**src/rtl/pipeline_hazard_ctrl_if.sv**
```systemverilog
// Hazard-controller bundle: hazard-detection inputs from the ID and EX stages,
// the data-memory handshake, and the per-register pipeline controls.
//   master : the hazard controller (drives enables, flushes, mem_req, status)
//   slave  : the pipeline datapath / memory side (drives operand info, mem_ack)
// Parameter CNT_W sets the width of the stall performance counter.
interface pipeline_hazard_ctrl_if #(
  parameter int CNT_W = 16
);
  logic [4:0]       id_rs;
  logic [4:0]       id_rt;
  logic             id_rs_used;
  logic             id_rt_used;
  logic             ex_memread;
  logic [4:0]       ex_rd;
  logic             ex_branch_taken;
  logic             mem_op;
  logic             mem_ack;
  logic             mem_req;
  logic             pc_en;
  logic             ifid_en;
  logic             idex_en;
  logic             exmem_en;
  logic             memwb_en;
  logic             ifid_flush;
  logic             idex_flush;
  logic             memwb_bubble;
  logic             fault;
  logic [CNT_W-1:0] stall_count;

  modport master (
    input  id_rs, id_rt, id_rs_used, id_rt_used, ex_memread, ex_rd,
           ex_branch_taken, mem_op, mem_ack,
    output mem_req, pc_en, ifid_en, idex_en, exmem_en, memwb_en,
           ifid_flush, idex_flush, memwb_bubble, fault, stall_count
  );

  modport slave (
    output id_rs, id_rt, id_rs_used, id_rt_used, ex_memread, ex_rd,
           ex_branch_taken, mem_op, mem_ack,
    input  mem_req, pc_en, ifid_en, idex_en, exmem_en, memwb_en,
           ifid_flush, idex_flush, memwb_bubble, fault, stall_count
  );
endinterface

```
**src/rtl/pipeline_hazard_ctrl.sv**
```systemverilog
// Five-stage pipeline sequencing controller. Produces capture enables and
// flushes for PC, IF/ID, ID/EX, EX/MEM and MEM/WB; handles load-use hazards,
// taken-branch redirects and multi-cycle data-memory accesses; raises a sticky
// fault when a memory access stalls longer than TIMEOUT cycles; counts stall
// cycles in a saturating counter.
// Ports:
//   clk   : controller clock (state updates on rising edge; pipeline registers
//           capture on the falling edge, so outputs settle in the first half)
//   rst_n : asynchronous active-low reset; forces all controls low while low
//   hz    : pipeline_hazard_ctrl_if master modport (see interface file)
//
// state    | meaning
// ---------+-------------------------------------------------------------
// S_RUN    | normal flow; branch / load-use / new memory stall detected here
// S_MEM_WAIT| data-memory access outstanding; pipeline frozen until mem_ack
// S_FAULT  | memory timeout; pipeline frozen until reset
module pipeline_hazard_ctrl #(
  parameter int TIMEOUT = 64,
  parameter int CNT_W   = 16
) (
  input  logic                   clk,
  input  logic                   rst_n,
  pipeline_hazard_ctrl_if.master hz
);

  typedef enum logic [1:0] {
    S_RUN      = 2'd0,
    S_MEM_WAIT = 2'd1,
    S_FAULT    = 2'd2
  } state_t;

  localparam int                WAIT_W    = $clog2(TIMEOUT + 1);
  localparam logic [WAIT_W-1:0] TIMEOUT_V = WAIT_W'(TIMEOUT);

  state_t             state_q, state_d;
  logic [WAIT_W-1:0]  wait_cnt_q, wait_cnt_d;
  logic [CNT_W-1:0]   stall_count_q, stall_count_d;

  logic               mem_stall;
  logic               load_use;
  logic [WAIT_W-1:0]  stall_k;

  logic pc_en, ifid_en, idex_en, exmem_en, memwb_en;
  logic ifid_flush, idex_flush, memwb_bubble, mem_req;

  assign mem_stall = ((state_q == S_RUN) && hz.mem_op && !hz.mem_ack) ||
                     ((state_q == S_MEM_WAIT) && !hz.mem_ack);

  assign load_use = hz.ex_memread && (hz.ex_rd != 5'd0) &&
                    ((hz.id_rs_used && (hz.id_rs == hz.ex_rd)) ||
                     (hz.id_rt_used && (hz.id_rt == hz.ex_rd)));

  // Stall cycle number of the current cycle: a stall raised from RUN is cycle 1.
  assign stall_k = (state_q == S_RUN) ? WAIT_W'(1) : wait_cnt_q;

  always_ff @(posedge clk or negedge rst_n) begin
    if (!rst_n) begin
      state_q       <= S_RUN;
      wait_cnt_q    <= '0;
      stall_count_q <= '0;
    end else begin
      state_q       <= state_d;
      wait_cnt_q    <= wait_cnt_d;
      stall_count_q <= stall_count_d;
    end
  end

  always_comb begin
    state_d    = state_q;
    wait_cnt_d = wait_cnt_q;
    case (state_q)
      S_RUN, S_MEM_WAIT: begin
        if (mem_stall) begin
          if (stall_k == TIMEOUT_V) begin
            state_d    = S_FAULT;
            wait_cnt_d = '0;
          end else begin
            state_d    = S_MEM_WAIT;
            wait_cnt_d = stall_k + WAIT_W'(1);
          end
        end else if (state_q == S_MEM_WAIT) begin
          state_d    = S_RUN;
          wait_cnt_d = '0;
        end
      end
      S_FAULT: state_d = S_FAULT;
      default: begin
        state_d    = S_RUN;
        wait_cnt_d = '0;
      end
    endcase
  end

  always_comb begin
    pc_en        = 1'b0;
    ifid_en      = 1'b0;
    idex_en      = 1'b0;
    exmem_en     = 1'b0;
    memwb_en     = 1'b0;
    ifid_flush   = 1'b0;
    idex_flush   = 1'b0;
    memwb_bubble = 1'b0;
    mem_req      = 1'b0;
    // Reset gates the controls combinationally so a reset in MEM_WAIT drops
    // mem_req immediately, not at the next edge.
    if (rst_n && (state_q != S_FAULT)) begin
      if (mem_stall) begin
        memwb_en     = 1'b1;
        memwb_bubble = 1'b1;
        mem_req      = 1'b1;
      end else begin
        pc_en    = 1'b1;
        ifid_en  = 1'b1;
        idex_en  = 1'b1;
        exmem_en = 1'b1;
        memwb_en = 1'b1;
        // Keep the request up through the release cycle of a wait.
        mem_req  = hz.mem_op || (state_q == S_MEM_WAIT);
        if (hz.ex_branch_taken) begin
          // ID instruction is discarded, so any load-use on it is moot.
          ifid_flush = 1'b1;
          idex_flush = 1'b1;
        end else if (load_use) begin
          pc_en      = 1'b0;
          ifid_en    = 1'b0;
          idex_flush = 1'b1;
        end
      end
    end
  end

  always_comb begin
    stall_count_d = stall_count_q;
    if ((state_q != S_FAULT) && !pc_en && (stall_count_q != {CNT_W{1'b1}}))
      stall_count_d = stall_count_q + CNT_W'(1);
  end

  assign hz.pc_en        = pc_en;
  assign hz.ifid_en      = ifid_en;
  assign hz.idex_en      = idex_en;
  assign hz.exmem_en     = exmem_en;
  assign hz.memwb_en     = memwb_en;
  assign hz.ifid_flush   = ifid_flush;
  assign hz.idex_flush   = idex_flush;
  assign hz.memwb_bubble = memwb_bubble;
  assign hz.mem_req      = mem_req;
  assign hz.fault        = (state_q == S_FAULT);
  assign hz.stall_count  = stall_count_q;

endmodule

```
**src/flat_wrapper.sv**
```systemverilog
// flat-port wrapper written by rule: the top's interface ports become plain ports
module pipeline_hazard_ctrl_flat 
#(
  parameter int TIMEOUT = 64,
  parameter int CNT_W   = 16
)
  (clk, rst_n, hz_id_rs, hz_id_rt, hz_id_rs_used, hz_id_rt_used, hz_ex_memread, hz_ex_rd, hz_ex_branch_taken, hz_mem_op, hz_mem_ack, hz_mem_req, hz_pc_en, hz_ifid_en, hz_idex_en, hz_exmem_en, hz_memwb_en, hz_ifid_flush, hz_idex_flush, hz_memwb_bubble, hz_fault, hz_stall_count);
  pipeline_hazard_ctrl_if #(.CNT_W(CNT_W)) hz_i ();
  input  logic clk;
  input  logic rst_n;
  input wire logic [$bits(hz_i.id_rs)-1:0] hz_id_rs;
  input wire logic [$bits(hz_i.id_rt)-1:0] hz_id_rt;
  input wire logic [$bits(hz_i.id_rs_used)-1:0] hz_id_rs_used;
  input wire logic [$bits(hz_i.id_rt_used)-1:0] hz_id_rt_used;
  input wire logic [$bits(hz_i.ex_memread)-1:0] hz_ex_memread;
  input wire logic [$bits(hz_i.ex_rd)-1:0] hz_ex_rd;
  input wire logic [$bits(hz_i.ex_branch_taken)-1:0] hz_ex_branch_taken;
  input wire logic [$bits(hz_i.mem_op)-1:0] hz_mem_op;
  input wire logic [$bits(hz_i.mem_ack)-1:0] hz_mem_ack;
  output wire logic [$bits(hz_i.mem_req)-1:0] hz_mem_req;
  output wire logic [$bits(hz_i.pc_en)-1:0] hz_pc_en;
  output wire logic [$bits(hz_i.ifid_en)-1:0] hz_ifid_en;
  output wire logic [$bits(hz_i.idex_en)-1:0] hz_idex_en;
  output wire logic [$bits(hz_i.exmem_en)-1:0] hz_exmem_en;
  output wire logic [$bits(hz_i.memwb_en)-1:0] hz_memwb_en;
  output wire logic [$bits(hz_i.ifid_flush)-1:0] hz_ifid_flush;
  output wire logic [$bits(hz_i.idex_flush)-1:0] hz_idex_flush;
  output wire logic [$bits(hz_i.memwb_bubble)-1:0] hz_memwb_bubble;
  output wire logic [$bits(hz_i.fault)-1:0] hz_fault;
  output wire logic [$bits(hz_i.stall_count)-1:0] hz_stall_count;
  assign hz_i.id_rs = hz_id_rs;
  assign hz_i.id_rt = hz_id_rt;
  assign hz_i.id_rs_used = hz_id_rs_used;
  assign hz_i.id_rt_used = hz_id_rt_used;
  assign hz_i.ex_memread = hz_ex_memread;
  assign hz_i.ex_rd = hz_ex_rd;
  assign hz_i.ex_branch_taken = hz_ex_branch_taken;
  assign hz_i.mem_op = hz_mem_op;
  assign hz_i.mem_ack = hz_mem_ack;
  assign hz_mem_req = hz_i.mem_req;
  assign hz_pc_en = hz_i.pc_en;
  assign hz_ifid_en = hz_i.ifid_en;
  assign hz_idex_en = hz_i.idex_en;
  assign hz_exmem_en = hz_i.exmem_en;
  assign hz_memwb_en = hz_i.memwb_en;
  assign hz_ifid_flush = hz_i.ifid_flush;
  assign hz_idex_flush = hz_i.idex_flush;
  assign hz_memwb_bubble = hz_i.memwb_bubble;
  assign hz_fault = hz_i.fault;
  assign hz_stall_count = hz_i.stall_count;
  pipeline_hazard_ctrl #(.TIMEOUT(TIMEOUT), .CNT_W(CNT_W)) u_core (.clk(clk), .rst_n(rst_n), .hz(hz_i));
endmodule
```
**config.mk**
```make
export PLATFORM = sky130hd
export DESIGN_NAME = pipeline_hazard_ctrl_flat
export DESIGN_NICKNAME = d
export VERILOG_FILES = /design/src/rtl/pipeline_hazard_ctrl_if.sv /design/src/rtl/pipeline_hazard_ctrl.sv /design/src/flat_wrapper.sv
export SDC_FILE = /design/constraint.sdc
export NUM_CORES = 1
export LEC_CHECK = 0
export CAP_MARGIN = 25
export CORE_MARGIN = 2
export CORE_UTILIZATION = 48
export CTS_BUF_LIST = sky130_fd_sc_hd__clkbuf_8
export DETAILED_ROUTE_END_ITERATION = 10
export GPL_TIMING_DRIVEN = 0
export PLACE_DENSITY = 0.83
export SLEW_MARGIN = 20
export SYNTH_ARGS = -nofsm -noshare
export SYNTH_HDL_FRONTEND = slang
export SYNTH_SLANG_ARGS = --single-unit
```
**constraint.sdc**
```tcl
create_clock -name clk -period 3 [get_ports clk]
set_input_delay 0.3 -clock clk [delete_from_list [all_inputs] [get_ports clk]]
set_output_delay 0.3 -clock clk [all_outputs]
set_load 0.05 [all_outputs]
```
# Yosys cells after proc, flatten, opt, wreduce, memory -nomap -nowiden
# Cells that the tools add are included.
[totals]
reg_bits = 25
latch_bits = 0
ram_bits = 0
romBits = 0
output_inout_bits = 26
word_cells = 60
memories = 0
[classes]
addsub = 2
mul = 0
div_mod_pow = 0
order_cmp = 0
n_eq_ne = 8
shifts = 0
n_mux = 27
bitwise = 1
reduce_logical = 19
[ops]
columns = ["operator", "count"]
rows = [
  ["7-bit two-way mux", 4],
  ["1-bit two-way mux", 18],
  ["16-bit by 1-bit adder with 16-bit output (second input constant)", 1],
  ["16-bit inequality test (second input constant)", 1],
  ["7-bit one-hot mux with 2 select lines", 1],
  ["5-bit equality test", 2],
  ["1-bit logical AND", 10],
  ["7-bit by 1-bit adder with 7-bit output (second input constant)", 1],
  ["7-bit equality test (second input constant)", 1],
  ["2-bit two-way mux", 3],
  ["5-bit nonzero test", 1],
  ["2-bit one-hot mux with 2 select lines", 1],
  ["1-bit logical OR", 3],
  ["3-bit by 1-bit inequality test with 1-bit output (second input constant)", 1],
  ["2-bit by 1-bit equality test with 1-bit output (second input constant)", 1],
  ["2-bit equality test (second input constant)", 1],
  ["1-bit logical NOT", 2],
  ["2-bit logical NOT", 1],
  ["2-bit inequality test (second input constant)", 1],
  ["2-bit AND reduction", 1],
  ["2-bit OR reduction", 1],
  ["1-bit inverter", 1],
]

# Longest topological paths before layout
# Gate-level depths: netlist (run 1).
[logic_depth]
depth_word = 11
depth_mapped = 11
mapped_depth_nobuf = 10

# Worst setup path before layout (run 1)
# No wires, ideal clock.
[synth_timing]
path_type = "register to output"
start = "reg u_core.state_q[1]"
end = "out hz_pc_en"
arrival_ns = 2.733
required_ns = 2.700
slack_ns = -0.033
stages_incl_launch_ff = 5
path_buffers = 1
cell_sequence = "dfrtp_1 > nand2b_1 > o311a_1 > a21boi_0 > buf_4"
[synth_between]
elab_chain_len = 6
word_cells_on_any_way = 10
classes_between = "eq/ne: 2; mux: 2; reduce/logical: 6"
[synth_lines]
columns = ["element", "line", "rtl"]
rows = [
  ["from (decl)", "pipeline_hazard_ctrl.sv:35", "state_t state_q, state_d;"],
  ["from (signal assigned)", "pipeline_hazard_ctrl.sv:62", "state_q <= state_d;"],
  ["2-bit logical NOT", "pipeline_hazard_ctrl.sv:46", "assign mem_stall = ((state_q == S_RUN) && hz.mem_op && !hz.mem_ack) ||"],
  ["1-bit logical AND (2 in series)", "pipeline_hazard_ctrl.sv:46", ""],
  ["1-bit logical OR", "pipeline_hazard_ctrl.sv:46", ""],
  ["1-bit two-way mux", "-", ""],
  ["1-bit two-way mux *", "-", ""],
  ["to (decl)", "flat_wrapper.sv:21", "output wire logic [$bits(hz_i.pc_en)-1:0] hz_pc_en;"],
]
# Mark *: on every way between the ends. The rest lies on a longest branch, timed or not.

# Final worst setup path (run 1)
[layout_timing]
start = "in hz_ex_rd[2]"
end = "out hz_idex_flush"
[layout_between]
elab_chain_len = 8
word_cells_on_any_way = 12
classes_between = "eq/ne: 2; mux: 4; reduce/logical: 6"
[layout_lines]
columns = ["element", "line", "rtl"]
rows = [
  ["from (decl)", "flat_wrapper.sv:16", "input wire logic [$bits(hz_i.ex_rd)-1:0] hz_ex_rd;"],
  ["5-bit equality test, on equally long branches", "pipeline_hazard_ctrl.sv:50, pipeline_hazard_ctrl.sv:51", ""],
  ["1-bit logical AND, on equally long branches", "pipeline_hazard_ctrl.sv:50, pipeline_hazard_ctrl.sv:51", ""],
  ["1-bit logical OR", "pipeline_hazard_ctrl.sv:50", "((hz.id_rs_used && (hz.id_rs == hz.ex_rd)) ||"],
  ["1-bit logical AND *", "pipeline_hazard_ctrl.sv:49", "assign load_use = hz.ex_memread && (hz.ex_rd != 5'd0) &&"],
  ["1-bit two-way mux *", "pipeline_hazard_ctrl.sv:123", "end else if (load_use) begin"],
  ["1-bit two-way mux *", "pipeline_hazard_ctrl.sv:119", "if (hz.ex_branch_taken) begin"],
  ["1-bit two-way mux *", "pipeline_hazard_ctrl.sv:107", "if (mem_stall) begin"],
  ["1-bit two-way mux *", "pipeline_hazard_ctrl.sv:106", "if (rst_n && (state_q != S_FAULT)) begin"],
  ["to (decl)", "flat_wrapper.sv:27", "output wire logic [$bits(hz_i.idex_flush)-1:0] hz_idex_flush;"],
]
# Marked as above.

==> impl_metrics.tcl, run 1 <==
set metrics [dict create \
    hold-worst-slack_ns 0.0264 \
    critPathArrivalTime_ns 2.53 \
    worst-slew-pin-transition_ns 0.712 \
    grt_overflow_total 0 \
    skew_ns 0.00259 \
    yosys_warnings 0 \
    die_area_um2 3630 \
    antenna_found_initial 0 \
    grt_max_degree 30 \
    rsz0062_at_grt "false" \
    seq_power_share_pct 33.9 \
    hold_buffers 0 \
    gp_congestion 0.922 \
    synthArstFlopShare_pct 100 \
    power_frac_comb_pct 54.5 \
    worstPathRequired_ns 2.70 \
    yosysTopAreaCellShare_pct 41.2 \
    crit_path_start_kind "primary input" \
    final_common_cell "clkdlybuf4s50_1" \
    max_freq_mhz 354 \
    first_iter_violations 81 \
    finalHoldViolCount 0 \
    powerDensity_nw_per_um2 830 \
    wl_um 3470 \
    diodes 0 \
    num_rows 20 \
    cts_root_buffer "clkbuf_8" \
    synthToLayoutAreaGrowth_pct 38.2 \
    port_buffers 48 \
    ys_dominant_reg_cell "dfrtp_1" \
    cts_buffers 3 \
    synth_edf_count 0 \
    synth_cells 159 \
    grt_pass1_vias 1353 \
    avgViaCountPerCell 5.36 \
    syn_nets 185 \
    max-cap-violations 0 \
    io_pins 49 \
    fillers 249 \
    p_int_uw 880 \
    switchingPower_uw 864 \
    finalMaxSlewViolations 0 \
    setup_violations 0 \
    vias 1368 \
    post-route-util_pct 69.4 \
    power.total_uw 1740 \
    drive_gt1_share_pct 7.11 \
    die_x_um 60.3 \
    dr.pass1.iters 4 \
    cellLeakagePower_uw 0.000856 \
    min_period_ns 2.83 \
    run_status "finished, final reports clean" \
    reg2reg_slack_ns 0.37 \
    seqCellArea_um2 626 \
    layout_setup_ws_ns 0.172 \
    drcViolationCount 0 \
    peakVddDrop_v 0.000696 \
    clkPwrFrac_pct 11.6 \
    cts_htree_levels 1 \
    critPathKind "in2out" \
    track_usage_pct 20.5 \
    syn_avg_cell_area_um2 9.56 \
    die_h_um 60.3 \
    insertion_delay_ns 0.27 \
    hold_path.class "in2async" \
    yosysUniqueCellTypes 44 \
    initial_core_util_pct 50.2 \
    cts_setup_buffers 0 \
    dp_slack_ns -0.00863 \
    dp_cells 251 \
    clk_pin_slew_ns 0.09 \
    path_max_fanout 3 \
    ys_ff_latch 25 \
    cts_tree "done" \
    core-area_um2 3030 \
    grt_pass1_wl_um 5730 \
    syn_area_um2 1520 \
    clk_path_buf_depth 2 \
    cp-end-kind "primary output" \
    layout_common_cells "clkdlybuf4s50_1 (45), dfrtp_1 (25), nand2_1 (16)" \
    synth_area_leaders "dfrtp_1 (41%), xor2_1 (7.5%), xnor2_1 (6.9%)" \
    antenna_left 0 \
    reg2regPathDepth 10 \
    avgRoutedWirePerCell_um 13.6 \
    fin_cells 255 \
    ys_seq_area_share_pct 41.2 \
    r2r-end "u_core.wait_cnt_q[4]" \
    multi_input_area_um2 842 \
    relSlewSlack_pct 52.2 \
    sw_frac_of_total_pct 49.5 \
    period_share_pct 94.3 \
    clock_sinks 25 \
    nets 238 \
    worst_r2r_startpoint "u_core.state_q[0]" \
    hpwlAfterDp_um 2710 \
    synth.largest_area_cell "dfrtp_1" \
]
==> cell type report <==
type | count | area share (%)
Clock buffer | 3 | 1.97
Tap cell | 44 | 2.62
Timing Repair Buffer | 48 | 22.7
Inverter | 6 | 1.07
Buffer | 4 | 1.43
Multi-Input combinational cell | 124 | 40.1
Sequential cell | 25 | 29.8
Clock inverter | 1 | 0.357
==> cell families after synthesis <==
logic type | after synthesis | synth area share [%]
mux | 1 | 0.741
compound gates | 24 | 11.8
xor+xnor | 25 | 14.4
buf+inv | 10 | 3.46
flops | 25 | 41.2
simple gates | 70 | 25.4
fa+ha+maj | 4 | 3.13
==> power by group through the flow <==
| stage | Clock (uW) | Combinational (uW) | Sequential, uW |
|---|---|---|---|
| 3_5_place_dp | 0 | 953 | 595 |
| 5_1_grt | 218 | 1010 | 613 |
| 3_3_place_gp | 0 | 939 | 587 |
| 2_1_floorplan | 0 | 269 | 938 |
| 4_1_cts | 209 | 958 | 591 |
| 6_report | 202 | 950 | 592 |
==> worst max-delay path by stage <==
stage	startpoint	endpoint	slack (ns)	depth (start not counted)
finish	hz_ex_rd[2]	hz_idex_flush	0.17	7
global route	hz_ex_rd[3]	hz_idex_flush	0.04	7
CTS	hz_ex_rd[0]	hz_ifid_en	0.09	6
detailed placement	hz_ex_rd[0]	hz_pc_en	-0.009	7
global placement	rst_n	hz_pc_en	-0.48	5
floorplan	u_core.state_q[1]	hz_pc_en	0.38	4
==> per-stage QoR <==
| stage | area [um2] | TNS [ns] |
|---|---|---|
| after detailed placement | 2050 | -0.00863 |
| after CTS | 2100 | 0 |
| after floorplan | 1520 | 0 |
| after global placement | 2060 | -1.84 |
| final | 2100 | 0 |
| after global routing | 2100 | 0 |
==> synth_stat cells, types with 2 or more instances <==
master,instances
nor4_1,5
a31oi_1,2
xor2_1,13
inv_1,6
nor3_1,6
nand3_1,7
nor3_2,4
nor2_1,12
nand2b_1,3
ha_1,3
nand2_1,16
nand4_1,5
and2_1,3
and3_1,2
buf_4,2
dfrtp_1,25
xnor2_1,12
o22ai_1,3
o21ai_1,5
==> flip-flops by register name (all words and copies together) (netlist names) <==
| name | cells |
|---|---|
| u_core.wait_cnt_q | 7 |
| u_core.hz.stall_count | 16 |
| u_core.state_q | 2 |
==> per-layer routing <==
layer  vias to the layer above  part of all wire, %  track usage (%)
met4                         0                 0.17             3.17
met5                         -                    0                0
met1                       659                   43             24.2
met2                        41                   53             38.4
li1                        666                    -                -
met3                         2                  4.1             4.55
==> critical path, stage by stage <==
cell,delay (ns)
clkdlybuf4s50_1,0.53
xnor2_1,0.13
nand4_1,0.12
o22ai_1,0.35
nor2b_1,0.18
o21a_1,0.11
clkdlybuf4s50_1,0.80
==> timing repair <==
| action | in CTS | in global routing |
|---|---|---|
| gates cloned | 0 | 0 |
| hold endpoints to repair | 0 | 0 |
| pin swaps | 0 | 0 |
| gates resized for setup | 1 | 1 |
| setup endpoints to repair | 1 | 1 |
Power figures use the tool's default switching activity.
==> run 2, diff against run 1 <==
--- a/config.mk
+++ b/config.mk
@@ -6,6 +6,7 @@
 export NUM_CORES = 1
 export LEC_CHECK = 0
 export CAP_MARGIN = 25
+export CORE_ASPECT_RATIO = 1.75
 export CORE_MARGIN = 2
 export CORE_UTILIZATION = 48
 export CTS_BUF_LIST = sky130_fd_sc_hd__clkbuf_8
==> constraint.sdc (replaced) <==
create_clock -name clk -period 3 [get_ports clk]
set_input_delay 0.9 -clock clk [delete_from_list [all_inputs] [get_ports clk]]
set_output_delay 0.9 -clock clk [all_outputs]
set_load 0.05 [all_outputs]
==> impl_metrics.tcl, run 2 (same netlist as run 1, synthesis figures left out) <==
set metrics [dict create \
    dp_slack_ns -1.25 \
    avgRoutedWirePerCell_um 15.1 \
    min_period_ns 3.12 \
    diodes 0 \
    critPathArrivalTime_ns 2.22 \
    hpwlAfterDp_um 3020 \
    r2r-end "u_core.wait_cnt_q[4]" \
    grt_pass1_vias 1484 \
    dpl-instance-area_um2 2080 \
    cts_tree "done" \
    num_rows 27 \
    grt_max_degree 30 \
    clk_path_buf_depth 2 \
    setup_violations 3 \
    hold_buffers 0 \
    die_h_um 78.4 \
    dr.pass1.iters 4 \
    powerDensity_nw_per_um2 803 \
    clkPwrFrac_pct 11.0 \
    multi_input_area_um2 897 \
    worst_r2r_startpoint "u_core.state_q[0]" \
    hold_path.class "reg2reg" \
    final_common_cell "dfrtp_1" \
    vias 1416 \
    critPathLaunch "hz_ex_rd[3]" \
    cp-end-kind "primary output" \
    cts_htree_levels 1 \
    gp_congestion 0.826 \
    core-area_um2 3070 \
    max-cap-violations 0 \
    sw_frac_of_total_pct 49.7 \
    wl_um 3920 \
    largest_register_ff_count 16 \
    insertion_delay_ns 0.26 \
    synthToLayoutAreaGrowth_pct 43.7 \
    nets 243 \
    cellLeakagePower_uw 0.000928 \
    drcViolationCount 0 \
    drive_gt1_share_pct 16.7 \
    layout_common_cells "dfrtp_1 (25), clkdlybuf4s50_1 (22), nand2_1 (16)" \
    seq_power_share_pct 33.9 \
    avgViaCountPerCell 5.47 \
    p_int_uw 881 \
    seqCellArea_um2 626 \
    crit_path_start_kind "primary input" \
    path_max_fanout 3 \
    track_usage_pct 23.4 \
    skew_ns 0.00287 \
    peakVddDrop_v 0.000977 \
    die_x_um 46.5 \
    antenna_left 0 \
    critPathKind "in2out" \
    layout_setup_ws_ns -0.117 \
    first_iter_violations 57 \
    clk_pin_slew_ns 0.08 \
    die_area_um2 3650 \
    period_share_pct 104 \
    crit_end "hz_pc_en" \
    port_buffers 48 \
    worst-slew-pin-transition_ns 0.659 \
    grt_overflow_total 0 \
    run_status "finished with violations" \
    initial_core_util_pct 49.5 \
    fillers 230 \
    reg2regPathDepth 10 \
    violations "negative setup slack" \
    reg2reg_slack_ns 0.45 \
    relSlewSlack_pct 55.8 \
    switchingPower_uw 872 \
    antenna_found_initial 0 \
    finalHoldViolCount 0 \
    power_frac_comb_pct 55.2 \
    cts_buffers 3 \
    clock_sinks 25 \
    finalMaxSlewViolations 0 \
    grt_pass1_wl_um 6410 \
    worstPathRequired_ns 2.10 \
    io_pins 49 \
    rsz0062_at_grt "true" \
    design_area_um2 2180 \
    max_freq_mhz 321 \
    cts_root_buffer "clkbuf_8" \
]
[run 2: metal layers]
layer	wire length, um	track usage (%)	share of wire, %	up-vias
met3	248	3.68	6.3	8
met5	0	0	0	-
li1	-	-	-	685
met1	1410	26.2	36	666
met2	2190	42.4	56	57
met4	68	7.43	1.7	0
[run 2: stage by stage]
stage	setup TNS (ns)	utilization [%]	instances	hold slack [ns]	power, uW
floorplan	-0.179	-	159	0.475	1210
global placement	-19.33	67.8	250	0.478	1530
detailed placement	-7.44	67.6	250	0.510	1560
CTS	-0.303	70.6	258	0.522	1760
global route	-0.473	71.1	259	0.540	1850
finish	-0.305	71.1	259	0.521	1750
[run 2: what timing repair did]
| action | CTS | global route |
|---|---|---|
| setup endpoints to repair | 9 | 5 |
| pin swaps | 18 | 7 |
| gates resized for setup | 80 | 2 |
| buffers inserted | 4 | 1 |
[run 2: final cells by class]
type / instances / share of cell area (%)
repair buffers: 53 / 23.2
clock inverters: 1 / 0.172
multi-input cells: 124 / 41.1
flip-flops and latches: 25 / 28.6
inverters: 6 / 1.03
well taps: 43 / 2.46
clock buffers: 3 / 1.89
plain buffers: 4 / 1.55
[run 2: worst max-delay path, cell delays in order]
cell      delay (ns)
buf_8           0.10
or4_4           0.56
o21ai_4         0.21
nor2_4          0.05
a21boi_4        0.14
buf_6           0.11
buf_8           0.13
[run 2: how the worst min path moves through the flow]
stage / startpoint / end / slack, ns / cells past startpoint
after floorplan: u_core.wait_cnt_q[3] / u_core.wait_cnt_q[3] / 0.47 / 1
after global placement: u_core.hz.stall_count[5] / u_core.hz.stall_count[5] / 0.48 / 1
after detailed placement: u_core.wait_cnt_q[5] / u_core.wait_cnt_q[5] / 0.51 / 1
after CTS: u_core.wait_cnt_q[5] / u_core.wait_cnt_q[5] / 0.52 / 1
after global routing: u_core.hz.stall_count[4] / u_core.hz.stall_count[4] / 0.54 / 1
final: u_core.wait_cnt_q[5] / u_core.wait_cnt_q[5] / 0.52 / 1
[run 2: power by group through the flow]
stage                     logic, uW  clock network [uW]  registers [uW]
after CTS                       972                 198             594
after global routing           1020                 209             616
final                           967                 192             594
after floorplan                 273                   0             938
after global placement          943                   0             585
after detailed placement        964                   0             600
